==> config.mk <==
export PLATFORM = sky130hd
export DESIGN_NAME = switch_egress_scheduler
export DESIGN_NICKNAME = d
export VERILOG_FILES = /design/src/rtl/switch_egress_scheduler.sv
export SDC_FILE = /design/constraint.sdc
export NUM_CORES = 1
export LEC_CHECK = 0
export ABC_AREA = 1
export ABC_CLOCK_PERIOD_IN_PS = 1800
export CAP_MARGIN = 0
export CELL_PAD_IN_SITES_DETAIL_PLACEMENT = 1
export CELL_PAD_IN_SITES_GLOBAL_PLACEMENT = 2
export CORE_ASPECT_RATIO = 1.1
export CORE_UTILIZATION = 27
export CTS_CLUSTER_DIAMETER = 150
export DETAILED_ROUTE_END_ITERATION = 10
export PLACE_DENSITY_LB_ADDON = 0.1
export REMOVE_ABC_BUFFERS = 1
export SETUP_SLACK_MARGIN = 0.2
export SYNTH_ARGS = -nofsm -noshare
export SYNTH_HDL_FRONTEND = slang
export SYNTH_SLANG_ARGS = --single-unit
==> constraint.sdc <==
create_clock -name i_clk -period 1.8 [get_ports i_clk]
set_input_delay 0.36 -clock i_clk [delete_from_list [all_inputs] [get_ports i_clk]]
set_output_delay 0.36 -clock i_clk [all_outputs]
set_load 0.01 [all_outputs]
==> src/rtl/switch_egress_scheduler.sv <==
// Round-robin egress scheduler: shares one egress port between NUM_PORTS ingress FIFOs,
// forwarding whole packets (length header, then payload) without interleaving.
module switch_egress_scheduler #(
  parameter int NUM_PORTS = 4,
  parameter int W_WIDTH   = 8
) (
  input  logic                           i_clk,
  input  logic                           i_rst_n,
  input  logic [NUM_PORTS-1:0]           i_fifo_empty,
  input  logic [NUM_PORTS*W_WIDTH-1:0]   i_fifo_data,
  output logic [NUM_PORTS-1:0]           o_fifo_rd_en,
  input  logic                           i_out_ready,
  output logic [W_WIDTH-1:0]             o_out_data,
  output logic                           o_out_valid,
  output logic                           o_out_sop,
  output logic                           o_out_eop,
  output logic [NUM_PORTS-1:0]           o_grant,
  output logic                           o_busy
);

  localparam int IW = (NUM_PORTS > 1) ? $clog2(NUM_PORTS) : 1;
  localparam logic [NUM_PORTS-1:0] ONE_HOT0 = {{(NUM_PORTS-1){1'b0}}, 1'b1};

  typedef enum logic [1:0] {IDLE, HEAD, LEN, PAY} state_t;

  state_t               r_state;
  logic [IW-1:0]        r_gidx;
  logic [IW-1:0]        r_last_grant;
  logic [IW-1:0]        r_pend_idx;
  logic [W_WIDTH-1:0]   r_remaining;
  logic                 r_pend;
  logic                 r_pend_last;
  logic [NUM_PORTS-1:0] r_grant;
  logic [W_WIDTH-1:0]   r_out_data;
  logic                 r_out_valid;
  logic                 r_out_sop;
  logic                 r_out_eop;

  logic                 w_hit;
  logic [IW-1:0]        w_next;
  logic                 w_rd;
  logic [W_WIDTH-1:0]   w_cur_data;
  logic [W_WIDTH-1:0]   w_pend_data;

  assign w_cur_data  = i_fifo_data[int'(r_gidx)*W_WIDTH +: W_WIDTH];
  assign w_pend_data = i_fifo_data[int'(r_pend_idx)*W_WIDTH +: W_WIDTH];

  // Walk the rotation backwards so the closest requester after last_grant wins.
  always_comb begin
    w_hit  = 1'b0;
    w_next = r_last_grant;
    for (int k = NUM_PORTS; k >= 1; k--) begin
      if (!i_fifo_empty[(int'(r_last_grant) + k) % NUM_PORTS]) begin
        w_hit  = 1'b1;
        w_next = IW'((int'(r_last_grant) + k) % NUM_PORTS);
      end
    end
  end

  always_comb begin
    w_rd         = 1'b0;
    o_fifo_rd_en = '0;
    case (r_state)
      HEAD:    w_rd = !i_fifo_empty[r_gidx] && i_out_ready;
      PAY:     w_rd = !i_fifo_empty[r_gidx] && i_out_ready && (r_remaining != '0);
      default: w_rd = 1'b0;
    endcase
    if (w_rd) o_fifo_rd_en[r_gidx] = 1'b1;
  end

  always_ff @(posedge i_clk or negedge i_rst_n) begin
    if (!i_rst_n) begin
      r_state      <= IDLE;
      r_gidx       <= '0;
      r_last_grant <= IW'(NUM_PORTS - 1);
      r_pend_idx   <= '0;
      r_remaining  <= '0;
      r_pend       <= 1'b0;
      r_pend_last  <= 1'b0;
      r_grant      <= '0;
      r_out_data   <= '0;
      r_out_valid  <= 1'b0;
      r_out_sop    <= 1'b0;
      r_out_eop    <= 1'b0;
    end else begin
      r_out_valid <= 1'b0;
      r_out_sop   <= 1'b0;
      r_out_eop   <= 1'b0;
      r_pend      <= 1'b0;
      // A payload word read last cycle is now on the FIFO bus; its source index was latched.
      if (r_pend) begin
        r_out_valid <= 1'b1;
        r_out_data  <= w_pend_data;
        r_out_eop   <= r_pend_last;
      end
      case (r_state)
        IDLE: begin
          if (w_hit) begin
            r_grant      <= ONE_HOT0 << w_next;
            r_gidx       <= w_next;
            r_last_grant <= w_next;
            r_state      <= HEAD;
          end
        end
        HEAD: begin
          if (w_rd) r_state <= LEN;
        end
        LEN: begin
          r_remaining <= w_cur_data;
          r_out_valid <= 1'b1;
          r_out_data  <= w_cur_data;
          r_out_sop   <= 1'b1;
          r_out_eop   <= (w_cur_data == '0);
          if (w_cur_data == '0) begin
            r_grant <= '0;
            r_state <= IDLE;
          end else begin
            r_state <= PAY;
          end
        end
        PAY: begin
          if (w_rd) begin
            r_remaining <= r_remaining - 1'b1;
            r_pend      <= 1'b1;
            r_pend_idx  <= r_gidx;
            r_pend_last <= (r_remaining == W_WIDTH'(1));
            if (r_remaining == W_WIDTH'(1)) begin
              r_grant <= '0;
              r_state <= IDLE;
            end
          end
        end
        default: r_state <= IDLE;
      endcase
    end
  end

  assign o_out_data  = r_out_data;
  assign o_out_valid = r_out_valid;
  assign o_out_sop   = r_out_sop;
  assign o_out_eop   = r_out_eop;
  assign o_grant     = r_grant;
  assign o_busy      = (r_state != IDLE);

endmodule
==> results of run 1 <==
## critical path, cell delays in order
cell             delay, ns
clkdlybuf4s50_1       0.53
nand2_1               0.09
a21oi_2               0.15
nand3_4               0.13
nor3_2                0.12
buf_2                 0.15
## worst min path at each step
stage,start,endpoint,slack (ns)
final,i_rst_n,o_out_data[3],0.45
after global routing,i_rst_n,r_remaining[1],0.46
after CTS,i_rst_n,r_remaining[4],0.45
after detailed placement,o_grant[2],o_grant[2],0.47
after global placement,o_grant[2],o_grant[2],0.46
after floorplan,i_rst_n,o_grant[0],0.06
## area by class of cell
type / instances / area, um2
clock buffers: 5 / 68.82
clock inverters: 3 / 65.06
fillers: 1122 / 4658
inverters: 39 / 163.9
multi-input cells: 307 / 1808
flip-flops and latches: 33 / 830.8
well taps: 114 / 142.6
repair buffers: 133 / 1271
## cell families (layout without fill, tap and decap cells)
kind of cell,after synthesis,count (layout),share of synthesized area [%]
buffers and inverters,54,180,10.45
flip-flops,33,33,32.63
AND/OR/NAND/NOR,244,244,42.53
adder cells (fa/ha/maj),2,2,0.9855
AO/OA/AOI/OAI,59,59,12.72
XOR/XNOR,2,2,0.6901
## cells in the mapped netlist
library cell / number / area share, %
a21oi_1: 16 / 3.2
buf_2: 3 / 0.59
buf_4: 1 / 0.30
buf_6: 7 / 3.1
clkbuf_1: 4 / 0.59
clkinv_1: 3 / 0.44
dfrtp_1: 31 / 31
dfstp_2: 2 / 2.1
ha_1: 2 / 0.99
inv_1: 33 / 4.9
inv_2: 2 / 0.30
inv_4: 1 / 0.25
nand2_1: 137 / 20
nand2_2: 5 / 1.2
nand3_1: 50 / 9.9
nand3_2: 5 / 2.0
nand4_1: 1 / 0.25
nor2_1: 27 / 4.0
nor2_2: 11 / 2.7
nor2_4: 1 / 0.44
nor3_1: 6 / 1.2
nor3_4: 1 / 0.64
o211ai_1: 10 / 3.0
o21ai_0: 27 / 5.3
o21ai_1: 4 / 0.79
o22ai_1: 2 / 0.49
xor2_1: 2 / 0.69
## cell usage in the layout, fill, tap and decap left out, types with 2 or more instances in the layout
| cell type | instances |
|---|---|
| nand2_1 | 105 |
| buf_4 | 57 |
| clkdlybuf4s50_1 | 46 |
| nand3_1 | 43 |
| nand2_2 | 29 |
| inv_1 | 29 |
| dfrtp_1 | 29 |
| nor2_1 | 15 |
| o21ai_0 | 14 |
| nor2_4 | 13 |
| o21ai_1 | 12 |
| nor2_2 | 11 |
| a21oi_1 | 11 |
| o211ai_1 | 10 |
| buf_6 | 10 |
| nand2_4 | 8 |
| nand3_2 | 8 |
| a21oi_2 | 5 |
| o21ai_2 | 5 |
| clkbuf_8 | 5 |
| buf_2 | 5 |
| dlymetal6s2s_1 | 5 |
| buf_12 | 5 |
| inv_2 | 4 |
| nand3_4 | 4 |
| nor3_2 | 3 |
| nor3_4 | 3 |
| inv_4 | 2 |
| clkinv_1 | 2 |
| xor2_1 | 2 |
| o22ai_1 | 2 |
| bufinv_16 | 2 |
| clkbuf_16 | 2 |
| dlygate4sd2_1 | 2 |
| dfrtp_2 | 2 |
| dfstp_2 | 2 |
## metal layers
| layer | part of all wire, % | track usage, % | routed length, um |
|---|---|---|---|
| met5 | 0 | 0 | 0 |
| met4 | 1.3 | 4.113 | 131 |
| met3 | 2.3 | 2.570 | 228 |
| met2 | 54 | 37.89 | 5429 |
| met1 | 43 | 24.71 | 4300 |
## metrics by stage
stage               cells  TNS (ns)
floorplan             379   -0.5899
global placement      603    -6.792
detailed placement    603    -7.533
CTS                   623   -0.1528
global route          634    -1.738
finish                634   -0.6037
## state kept, by name (all words and copies together) (netlist names)
signal	flops
o_grant	4
o_out_data	8
o_out_eop	1
o_out_sop	1
o_out_valid	1
r_gidx	2
r_last_grant	2
r_pend	1
r_pend_idx	2
r_pend_last	1
r_remaining	8
r_state	2
## power breakdown
group / switching [mW] / total, mW / internal (mW)
sequential: 0.288 / 1.38 / 1.09
combinational: 3.26 / 5.93 / 2.67
clock: 0.295 / 0.845 / 0.550
total: 3.85 / 8.15 / 4.31
## repair_timing
action / 4_1_cts / 5_1_grt
gates resized for setup: 93 / 74
setup endpoints to repair: 37 / 39
cloned: 1 / 2
buffers inserted: 11 / 9
pin swaps: 5 / 14
==> results.md, run 1 <==
* Crit path required time at 1.44 ns
* CTS root buffer: clkbuf_8
* Worst Clk Skew at 0.01094 ns
* Fin util at 48.29%
* Max clock buf depth at 2
* Overall routing resource usage at 20.43%
* Fin. Hold Viols at 0
* Initial antenna violation count at 0
* Antenna Nets Post-Route at 0
* PwrDens at 1874 nW/um2
* Minimum clock period at 1.889 ns
* CTS Buf Count at 5
* Worst hold path type: input pin to asynchronous set/reset pin
* Unique masters post-synth at 27
* Reg2reg setup slack at -0.06 ns
* DR WL/cell at 15.91 um
* Period utilization at 104.9%
* Port buffer count at 58
* Hold WS at 0.4496 ns
* DRT Pass-1 Iters at 4
* Vias in the first global route at 3,181
* R2R cell count at 13
* Inserted Diodes at 0
* Core outline area at 9009 um2
* Clk sinks at 33
* Detailed-route wire length at 10,090 um
* Setup WS pre-CTS at -0.5269 ns
* DIE WIDTH at 94.46 um
* Starting Density at 28.18%
* Clk Latency, worst-skew pair at 0.29 ns
* Status: finished with violations
* Final Slew Violations at 0
* Cell count after synthesis at 394
* Max Clock Freq at 0.5294 GHz
* Flops & latches, synth at 33
* DP Area at 3548 um2
* Crit. Startpoint: i_out_ready
* Synthesized area per cell at 6.443 um2
* # IOs at 59
* Gpl congestion at 0.7796
* Post-CTS Hold Buffers at 0
* Mapped cell area at 2539 um2
* Die area at 9795 um2
* Total congestion overflow at 0
* Leak Pwr at 2.123 nW
* Drt initial violations at 73
* DRC viols at 0
* Final worst slack at -0.08887 ns
* Crit path DAT at 1.53 ns
* Violated checks: negative setup slack
* Post-synthesis sequential area ratio at 32.63%
* First-pass GRT wire length at 15,620 um
* Worst Path Max Fanout at 5
* # nets final at 560
* Final Instance Area at 4350 um2
* Slew @ Worst Pin at 0.4062 ns
* WS Path Type: input pin to output pin
* Startpoint Class: input pin
* Vias at 3,099
* Largest net degree at the start of global routing at 34
* Total power draw at 8.154 mW
* Post-detail-place hpwl at 7113 um
* H-tree depth at 2
* Syn. warnings at 0
* RSZ-0062 raised after global routing: yes
* Maximum vdd drop at 0.0006706 V
* Critical path endpoint category: output pin
* CTS clk-pin slew, worst paths at 0.08 ns
* Final setup fails at 9
* Worst setup endpoint: o_fifo_rd_en[0]
* Maxcap violations at 0
* Chip height at 103.7 um
* Slew headroom at 72.89%
* Via-per-instance ratio at 4.888
* Share of cells above drive strength 1 at 36.54%
* CTS tree: yes
* RR Startpoint: r_gidx[0]
* FP Rows at 36
* Layout area overhead at 71.37%
* RR Endpoint: o_grant[3]
Power figures use the tool's default switching activity.
==> run 2, diff against run 1 <==
Settings changed: CTS_BUF_LIST set to sky130_fd_sc_hd__clkbuf_8 sky130_fd_sc_hd__clkbuf_16, SKIP_CTS_REPAIR_TIMING set to 1.
==> run 2 against run 1 <==
The flow still finishes with violations (negative setup slack). Worst hold slack worse by 0.0011 ns. Routed wire length fell by 2.2%. Combinational power is 1% higher. Critical path type is now register to output pin. Maximum frequency increased by 0.39%. Clock-buffer cell count did not move. Highest routed layer unchanged. Clock power is 0.8% lower. First-iteration DRC count down 1.4%. Sequential share of layout area grew 0.055 points. Non-clock buffer count down 1. Via count decreased by 1.1%. Final cell count is 0.16% lower. Utilization fell by 0.14 points.
==> results.md, run 2 (synthesis gave the netlist of run 1 again) <==
* Status: finished with violations
* Violated checks: negative setup slack
* Switching portion of total power at 47.34%
* Inst Count DP at 603
* Sequential share of power at 16.8%
* CTS Buf Count at 5
* Port buffer count at 58
* Top Usage Layer GRT: met2
* CTS root buffer: clkbuf_8
* Layout area overhead at 70.87%
* DRC viols at 0
* # IOs at 59
* Drt initial violations at 72
* Max clock buf depth at 2
* Gpl congestion at 0.7796
* Combinational share of power at 73.0%
* Clk Latency, worst-skew pair at 0.29 ns
* Worst Path Max Fanout at 7
* # nets final at 559
* Vias in the first global route at 3,048
* Via-per-instance ratio at 4.842
* Worst hold path type: input pin to asynchronous set/reset pin
* Global Route met3 Usage at 2.349%
* Final setup fails at 10
* Core outline area at 9009 um2
* Clk sinks at 33
* Commonest non-fill, non-tap cell in the layout: nand2_1
* Fin. Hold Viols at 0
* Largest net degree at the start of global routing at 34
* Leak Pwr at 2.102 nW
* Crit. Startpoint: r_gidx[0]
* Setup WS pre-CTS at -0.5269 ns
* Starting Density at 28.18%
* Most frequent cells in the layout: nand2_1 (95), buf_4 (55), clkdlybuf4s50_1 (48), nand3_1 (39), nand2_2 (34)
* Startpoint Class: register
* Maxcap violations at 0
* Crit path DAT at 1.52 ns
* Share of cells above drive strength 1 at 39.50%
* Crit path required time at 1.44 ns
* Vias at 3,065
* CTS tree: yes
* RR Endpoint: o_grant[3]
* Chip height at 103.7 um
* Final Instance Area at 4338 um2
* DP Area at 3548 um2
* Maximum vdd drop at 0.0006907 V
* RSZ-0062 raised after global routing: yes
* R2R cell count at 13
* Hold WS at 0.4485 ns
* Slew headroom at 74.95%
* DR WL/cell at 15.58 um
* DRT Pass-1 Iters at 4
* Clock Power Share at 10.2%
* Total power draw at 8.212 mW
* Slew @ Worst Pin at 0.3753 ns
* Inserted Diodes at 0
* Max Clock Freq at 0.5315 GHz
* Crit path max-delay cell type: dfrtp_2
* CP peak stage delay at 0.49 ns
* DIE WIDTH at 94.46 um
* Overall routing resource usage at 19.48%
* CP Cell Sequence: buf_6 -> nor2_4 -> a21oi_2 -> nand3_4 -> nor3_2 -> buf_2
* Met2 Resource Use GR at 35.71%
* WS Path Type: register to output pin
* Worst Clk Skew at 0.01060 ns
* Die area at 9795 um2
* Initial antenna violation count at 0
* Final std cells w/o fill at 633
* Minimum clock period at 1.881 ns
* Reg2reg setup slack at -0.06 ns
* FP Rows at 36
* RR Startpoint: r_gidx[0]
* CTS clk-pin slew, worst paths at 0.08 ns
* Post-detail-place hpwl at 7113 um
* Critical path's top delay family: flip-flops
* Final Slew Violations at 0
* PwrDens at 1893 nW/um2
* Period utilization at 104.5%
* Internal at 4.324 mW
* GRT met1 Usage at 24.17%
* P_sw at 3.888 mW
* Detailed-route wire length at 9864 um
* Critical path endpoint category: output pin
* First-pass GRT wire length at 14,930 um
* H-tree depth at 2
* Buf/Inv on CP at 2
* Final worst slack at -0.08145 ns
* Antenna Nets Post-Route at 0
* Total congestion overflow at 0
[run 2: cell types whose count changed in the layout (fill, tap and decap cells not counted), moves of 4 or more]
cell,change
nand2_1,-10
o21ai_0,+8
inv_2,+6
nand3_2,+6
inv_1,-5
nand2_2,+5
nand2_4,+5
o21ai_1,-5
nand3_1,-4
[run 2: layer usage]
| layer | vias up | part of all wire, % | wire, um |
|---|---|---|---|
| met5 | - | 0 | 0 |
| met4 | 0 | 1.4 | 143 |
| met3 | 12 | 2.3 | 224 |
| met2 | 50 | 53 | 5236 |
| met1 | 1476 | 43 | 4260 |
| li1 | 1527 | - | - |
[run 2: metrics by stage]
stage          setup TNS, ns  util [%]
4_1_cts               -5.295     40.88
3_3_place_gp          -6.792     39.39
3_5_place_dp          -7.533     39.39
2_1_floorplan        -0.5899         -
5_1_grt               -1.947     48.15
6_report             -0.5154     48.15
[run 2: cell type report]
class,count,area [um2]
flip-flops and latches,33,830.8
clock inverters,3,65.06
repair buffers,132,1232
clock buffers,5,68.82
inverters,39,160.2
multi-input cells,307,1838
fillers,1123,4671
well taps,114,142.6
[run 2: worst max path at each step]
stage	endpoint	slack [ns]	depth (start not counted)
5_1_grt	o_grant[3]	-0.20	14
3_3_place_gp	o_fifo_rd_en[3]	-0.49	7
4_1_cts	o_fifo_rd_en[1]	-0.74	8
3_5_place_dp	o_fifo_rd_en[1]	-0.53	7
2_1_floorplan	o_fifo_rd_en[0]	-0.12	6
6_report	o_fifo_rd_en[1]	-0.08	6
[run 2: worst register-to-register path, stage by stage, from the launching register on]
cell and delay, ns:
dfrtp_2 0.49, buf_6 0.16, clkbuf_16 0.15, nand3_1 0.07
nand2_1 0.06, nor2_2 0.15, nand2_2 0.07, nor2_2 0.15
nand2_4 0.08, nand2_4 0.09, nand2_4 0.05, nor2_4 0.14
nand2_1 0.07, nand2_1 0.07
[run 2: power by group through the flow]
stage | combinational (mW) | sequential (mW) | clock [mW]
floorplan | 2.18 | 1.49 | 0
global placement | 4.36 | 1.35 | 0
detailed placement | 4.43 | 1.35 | 0
CTS | 4.46 | 1.34 | 0.859
global route | 6.57 | 1.43 | 0.892
finish | 5.99 | 1.38 | 0.838
==> run 3, diff against run 2 <==
Settings changed: RECOVER_POWER set to 50.
==> run 3 against run 2 <==
The flow still finishes with violations (negative setup slack). Clock-buffer cell count is the same. Sequential cell count stayed put. First-iteration DRC count did not move. Worst hold slack better by 0.028 ns. Largest power group unchanged.
==> results.md, run 3 (synthesis gave the netlist of run 1 again) <==
* Status: finished with violations
* Violated checks: negative setup slack
* Vias in the first global route at 3,048
* Crit path max-delay cell type: dfrtp_2
* Crit path DAT at 1.52 ns
* CP Cell Sequence: buf_6 -> nor2_4 -> a21oi_2 -> nand3_4 -> nor3_2 -> buf_2
* CP peak stage delay at 0.49 ns
* M1 wire length at 4260 um
* Combinational share of power at 72.9%
* Setup WS pre-CTS at -0.5269 ns
* H-tree depth at 2
* Antenna Nets Post-Route at 0
* Largest net degree at the start of global routing at 34
* Worst Path Max Fanout at 7
* Vias at 3,070
* Max clock buf depth at 2
* Minimum clock period at 1.881 ns
* Worst Clk Skew at 0.01059 ns
* Sequential share of power at 16.9%
* Post-detail-place hpwl at 7113 um
* Slew @ Worst Pin at 0.8749 ns
* Clk sinks at 33
* Leak Pwr at 2.072 nW
* PwrDens at 1901 nW/um2
* Clk Latency, worst-skew pair at 0.29 ns
* # nets final at 559
* Crit. Startpoint: r_gidx[0]
* P_sw at 3.886 mW
* Total congestion overflow at 0
* Overall routing resource usage at 19.48%
* First-pass GRT wire length at 14,930 um
* Layout area overhead at 69.74%
* Met3 wire length at 233 um
* Startpoint Class: register
* WS Path Type: register to output pin
* Commonest non-fill, non-tap cell in the layout: nand2_1
* DRT Pass-1 Iters at 4
* Core outline area at 9009 um2
* DR WL/cell at 15.59 um
* # fillers at 1,125
* CTS root buffer: clkbuf_8
* Internal at 4.306 mW
* Clock Power Share at 10.2%
* Detailed-route wire length at 9871 um
* Critical path endpoint category: output pin
* Maximum vdd drop at 0.0006907 V
* DRC viols at 0
* Initial antenna violation count at 0
* Crit path required time at 1.44 ns
* HP Start: o_grant[1]
* Worst hold path type: register to register
* DIE WIDTH at 94.46 um
* Max Clock Freq at 0.5315 GHz
* Final Slew Violations at 0
* Final setup fails at 10
* Inserted Diodes at 0
* DP Area at 3548 um2
* CTS clk-pin slew, worst paths at 0.07 ns
* Slew headroom at 41.67%
* Share of cells above drive strength 1 at 39.31%
* Hold WS at 0.4760 ns
* RSZ-0062 raised after global routing: yes
* Period utilization at 104.5%
* Drt initial violations at 72
* Fin util at 47.83%
* Starting Density at 28.18%
* Maxcap violations at 0
* Port buffer count at 58
* Most frequent cells in the layout: nand2_1 (95), buf_4 (55), clkdlybuf4s50_1 (47), nand3_1 (39), nand2_2 (34)
* Fin. Hold Viols at 0
* CTS Buf Count at 5
* TNS Setup at -0.5077 ns
* Chip height at 103.7 um
* Register area at 830.8 um2
* # IOs at 59
* Die area at 9795 um2
* Final worst slack at -0.08139 ns
* RR Startpoint: r_gidx[0]
* CTS tree: yes
* FP Rows at 36
* Final Instance Area at 4309 um2
* Switching portion of total power at 47.43%
* Multi-input gate area at 1836 um2
* Met2 Routed Length at 5233 um
* Gpl congestion at 0.7796
* Via-per-instance ratio at 4.850
* Highest routed layer: met4
-- run 3: cell count changes in the layout (fill, tap and decap cells not counted) --
cell             delta
buf_12              -1
clkbuf_1            +1
clkbuf_2            +1
clkdlybuf4s25_1     +1
clkdlybuf4s50_1     -1
dlygate4sd3_1       +1
dlymetal6s2s_1      -2
nor2_1              +1
nor2_2              -1
-- run 3: critical path, delay by kind of cell (launching register included) --
family / cells / cell delay, ns
compound gates: 1 / 0.18
flops: 1 / 0.49
buf+inv: 2 / 0.29
simple gates: 3 / 0.29
-- run 3: layout make-up --
class	instances	area share (%)
Clock inverter	3	1.510
Inverter	39	3.717
Clock buffer	5	1.597
Tap cell	114	3.310
Sequential cell	33	19.28
Timing Repair Buffer	132	27.99
Multi-Input combinational cell	307	42.60
-- run 3: per-layer routing --
metal	vias up	track usage [%]
met5	-	0
met4	0	3.463
met3	12	2.349
met2	52	35.71
met1	1479	24.17
li1	1527	-
-- run 3: power groups by stage --
| stage | combinational (mW) | clock [mW] | sequential (mW) |
|---|---|---|---|
| after floorplan | 2.18 | 0 | 1.49 |
| after global placement | 4.36 | 0 | 1.35 |
| after detailed placement | 4.43 | 0 | 1.35 |
| after CTS | 4.46 | 0.859 | 1.34 |
| after global routing | 6.55 | 0.892 | 1.43 |
| final | 5.97 | 0.839 | 1.38 |
-- run 3: final timing paths --
path / slack [ns] / end / cells after the start
worst max register to register: -0.06 / o_grant[3] / 13
worst min register to register: 0.48 / o_grant[1] / 2
worst min-delay path: 0.48 / o_grant[1] / 2
worst max-delay path: -0.08 / o_fifo_rd_en[1] / 6
min in group asynchronous: 0.73 / r_remaining[4] / 2
max in group asynchronous: 0.47 / r_gidx[0] / 2
-- run 3: stage by stage --
| step | power [mW] | instances |
|---|---|---|
| 2_1_floorplan | 3.674 | 379 |
| 3_3_place_gp | 5.707 | 603 |
| 3_5_place_dp | 5.781 | 603 |
| 4_1_cts | 6.666 | 611 |
| 5_1_grt | 8.870 | 633 |
| 6_report | 8.192 | 633 |
